===== config.mk =====
export PLATFORM = sky130hd
export DESIGN_NAME = bin_a_bcd
export DESIGN_NICKNAME = d
export VERILOG_FILES = /design/src/rtl/bin_a_bcd.sv
export SDC_FILE = /design/constraint.sdc
export NUM_CORES = 1
export LEC_CHECK = 0
export CORE_MARGIN = 5
export CORE_UTILIZATION = 30
export CTS_CLUSTER_DIAMETER = 50
export DETAILED_ROUTE_END_ITERATION = 8
export GPL_TIMING_DRIVEN = 0
export PLACE_DENSITY_LB_ADDON = 0.3
export SYNTH_ARGS = -nofsm -noshare
export SYNTH_HDL_FRONTEND = slang
export SYNTH_SLANG_ARGS = --single-unit

===== constraint.sdc =====
create_clock -name clk -period 2.09 [get_ports clk]
set_clock_uncertainty 0.2 [all_clocks]
set_input_delay 0.418 -clock clk [delete_from_list [all_inputs] [get_ports clk]]
set_output_delay 0.418 -clock clk [all_outputs]
set_load 0.005 [all_outputs]

===== src/rtl/bin_a_bcd.sv =====
// Iterative binary-to-BCD converter (shift-add-3) with a start/done handshake
// and a leading-zero blanking mask for the 7-segment display stage.
module bin_a_bcd #(
  parameter int WIDTH  = 16,
  parameter int DIGITS = 5
) (
  input  logic                  clk,
  input  logic                  rst_n,
  input  logic                  iniciar,
  input  logic [WIDTH-1:0]      binario,
  output logic [4*DIGITS-1:0]   bcd,
  output logic [DIGITS-1:0]     blanco,
  output logic                  ocupado,
  output logic                  terminado
);

  localparam int REG_W = 4*DIGITS + WIDTH;
  localparam int CNT_W = $clog2(WIDTH + 1);

  typedef enum logic [1:0] {IDLE, SHIFT, DONE} state_t;

  state_t               state;
  logic [REG_W-1:0]     sreg;
  logic [REG_W-1:0]     sreg_adj;
  logic [CNT_W-1:0]     cnt;

  // Every BCD nibble >= 5 gets +3; nibbles are independent, so no carries.
  function automatic logic [REG_W-1:0] add3(input logic [REG_W-1:0] r);
    logic [REG_W-1:0] o;
    o = r;
    for (int i = 0; i < DIGITS; i++) begin
      if (r[WIDTH+4*i +: 4] >= 4'd5)
        o[WIDTH+4*i +: 4] = r[WIDTH+4*i +: 4] + 4'd3;
    end
    return o;
  endfunction

  // Digit i is blanked when it and all higher digits are zero; units never are.
  function automatic logic [DIGITS-1:0] blank_mask(input logic [4*DIGITS-1:0] d);
    logic [DIGITS-1:0] m;
    logic              all_zero;
    m        = '0;
    all_zero = 1'b1;
    for (int i = DIGITS-1; i >= 1; i--) begin
      all_zero = all_zero & (d[4*i +: 4] == 4'd0);
      m[i]     = all_zero;
    end
    return m;
  endfunction

  assign sreg_adj = add3(sreg);

  always_ff @(posedge clk) begin
    if (!rst_n) begin
      state     <= IDLE;
      sreg      <= '0;
      cnt       <= '0;
      bcd       <= '0;
      blanco    <= '0;
      ocupado   <= 1'b0;
      terminado <= 1'b0;
    end else begin
      case (state)
        IDLE: begin
          if (iniciar) begin
            sreg      <= {{(4*DIGITS){1'b0}}, binario};
            cnt       <= '0;
            ocupado   <= 1'b1;
            terminado <= 1'b0;
            state     <= SHIFT;
          end
        end
        SHIFT: begin
          sreg <= {sreg_adj[REG_W-2:0], 1'b0};
          cnt  <= cnt + 1'b1;
          if (cnt == CNT_W'(WIDTH-1))
            state <= DONE;
        end
        DONE: begin
          bcd       <= sreg[REG_W-1:WIDTH];
          blanco    <= blank_mask(sreg[REG_W-1:WIDTH]);
          terminado <= 1'b1;
          ocupado   <= 1'b0;
          state     <= IDLE;
        end
        default: state <= IDLE;
      endcase
    end
  end

endmodule


==> qor.yml <==
max-clock-path-buffers: 2
muxShareOfSynthArea: 0.0254
finalPower_w: 0.00273
dp_cells: 533
whs_ns: 0.248
cts_buffers: 9
pre_cts_ws_ns: -0.374
antenna_found_initial: 0
cp.arrival_ns: 2.02
criticalPathCategory: "in2reg"
syn_inst: 356
critical_path.startpoint_type: "primary input"
place_area_um2: 3660
cp.required_ns: 2.17
drc: 0
worst_slew_pin_slew_ns: 0.551
fin_area_um2: 3870
synth_top_family_by_area: "simple AND/OR/NAND/NOR gates"
gr-usage-all-layers: 0.120
cts_tree: "built"
slew_headroom: 0.633
synth_compound_area_frac: 0.189
slew_violations: 0
swShare: 0.227
power_frac_seq: 0.501
num-nets-final: 445
drv_cap: 0
syn2layout_area_growth_pct: 27.0
die_h_um: 111
synth_xor_xnor_area_share: 0.0172
rows: 36
syn-num-nets: 390
cts-root-buf: "clkbuf_8"
first_pass_iters: 5
die_w_um: 111
power.share.clock: 0.425
fmax_mhz: 516
grt_pass1_wl_um: 12200
drive_above_1_share: 0.0841
post-route-period-util: 0.927
p_sw_w: 0.000619
cts_setup_buffers: 0
stdcell_count: 549
synthFlopType: "dfxtp_1"
first_global_vias: 2565
drt-total-wl_um: 7150
grt-ovfl-total: 0
cts_max_level: 3
crit_fanout: 10
avgViaCountPerCell: 4.73
syn_area_um2: 3050
dieArea_um2: 12300
synth_async_sr_flop_share: 0
ioPinCount: 46
hold_path_class: "reg2reg"
synth_edf_count: 0
hold_buffers: 0
setup_slack_ns: 0.152
synthAdderAreaFrac: 0.0615
synthSimpleGateAreaFrac: 0.204
diodes: 0
ant_nets: 0
nFillCells: 1012
synth.distinct_cells: 37
ys_warn_count: 0
clock_latency_ns: 0.34
setup_viol_count_final: 0
vdd_ir_drop_max_mv: 0.240
vias: 2595
clkSinkCount: 69
post-dp-hpwl_um: 5130
ys_ff_latch: 69
p_int_w: 0.00211
grt_max_degree: 12
p_leak_nw: 1.39
portBuffers: 44
gp_congestion: 0.763
start_util: 0.309
rrSetupSlack_ns: 0.20
rsz0062_at_grt: "false"
wire_per_inst_um: 13.0
seq_area_frac_synth: 0.453
hold_violations: 0
power_density_nw_per_um2: 706
power_frac_comb: 0.074
syn_avg_cell_area_um2: 8.57
clk_pin_slew_worst_paths_ns: 0.07
first_iter_violations: 127
final.min_clock_period_ns: 1.94
cp-end-kind: "flop"
status: "finished clean"
coreArea_um2: 9860
## cells in the final DEF (no fill, tap or decap), types with 4 or more instances in the layout
cell             netlist  layout
buf_2                  8       8
nor2_1                37      36
o21ai_0               20      20
xnor2_1                5       5
nand2_1               63      63
ha_1                  15      15
and2_1                 4       4
dfxtp_1               69      69
o221ai_1              15      15
nor3_1                 6       6
inv_1                 13      13
clkdlybuf4s50_1        0      44
clkbuf_1              10      11
nor2b_1                6       6
mux2_2                 6       6
a22oi_1                4       4
o31ai_1                5       5
nand3_1               10      10
clkbuf_8               0       9
a21boi_0              25      25
nand2b_1               8       8
a21oi_1                7       6
## logic make-up (layout without fill, tap and decap cells)
kind of cell | count (synthesis) | in the layout
buf+inv | 34 | 94
mux | 7 | 7
compound gates | 83 | 83
fa+ha+maj | 15 | 15
simple gates | 141 | 141
other cells | 1 | 1
flops | 69 | 69
xor+xnor | 6 | 6
## final timing paths
| path | from | endpoint | depth (start not counted) |
|---|---|---|---|
| max | rst_n | sreg[13] | 5 |
| min | blanco[4] | blanco[4] | 2 |
| max reg2reg | sreg[25] | sreg[26] | 6 |
| min reg2reg | blanco[4] | blanco[4] | 2 |
## Yosys cell counts, types with 4 or more instances
library cell,number,area share
xnor2_1,5,0.014
clkbuf_1,10,0.012
o221ai_1,15,0.043
a22oi_1,4,0.0098
a21boi_0,25,0.062
ha_1,15,0.062
inv_1,13,0.016
o31ai_1,5,0.012
buf_2,8,0.013
dfxtp_1,69,0.45
and2_1,4,0.0082
a21oi_1,7,0.011
nor2b_1,6,0.012
mux2_2,6,0.022
nor2_1,37,0.046
nand2b_1,8,0.016
nand3_1,10,0.016
nor3_1,6,0.0098
nand2_1,63,0.078
o21ai_0,20,0.033
## metrics by stage
step            util  setup TNS (ns)
4_1_cts        0.392               0
3_3_place_gp   0.371          -11.84
6_report       0.393               0
3_5_place_dp   0.371          -13.73
5_1_grt        0.393               0
2_1_floorplan      -               0
## flip-flops by register name, summed over array words and instances, names as in the netlist
| name | count |
|---|---|
| sreg | 36 |
| bcd | 20 |
| cnt | 5 |
| blanco | 4 |
| state | 2 |
| ocupado | 1 |
| terminado | 1 |
## critical path, cell delays in order
cell and delay [ns]:
clkdlybuf4s50_1 0.58, clkbuf_2 0.27, clkbuf_1 0.38, o221ai_1 0.23, nor2_1 0.13
## layout make-up
| type | instances | area, um2 | share of cell area |
|---|---|---|---|
| multi-input combinational | 253 | 1530 | 0.394 |
| clock inverter | 4 | 72.6 | 0.0187 |
| inverter | 13 | 48.8 | 0.0126 |
| tap | 133 | 166 | 0.0430 |
| clock buffer | 12 | 135 | 0.0349 |
| sequential | 69 | 1380 | 0.357 |
| buffer | 21 | 103 | 0.0265 |
| timing repair buffer | 44 | 440 | 0.114 |
## power by group through the flow
stage          clock network, W  logic (W)  registers (W)
5_1_grt                 0.00126   0.000226        0.00137
3_5_place_dp                  0   0.000202        0.00140
6_report                0.00116   0.000202        0.00137
2_1_floorplan                 0   0.000122        0.00140
3_3_place_gp                  0   0.000198        0.00140
4_1_cts                 0.00119   0.000204        0.00137
## timing repair
| item | in CTS | in global routing |
|---|---|---|
| setup endpoints to repair | 2 | 23 |
| resized for setup | 1 | 4 |
| pin swaps | 0 | 0 |
| hold endpoints to repair | 0 | 0 |
## per-layer routing
layer	wire length [um]	GRT usage
met1	3380	0.151
met2	3400	0.195
met3	294	0.0306
met4	69	0.0468
met5	0	0
(Power assumes the default switching activity.)
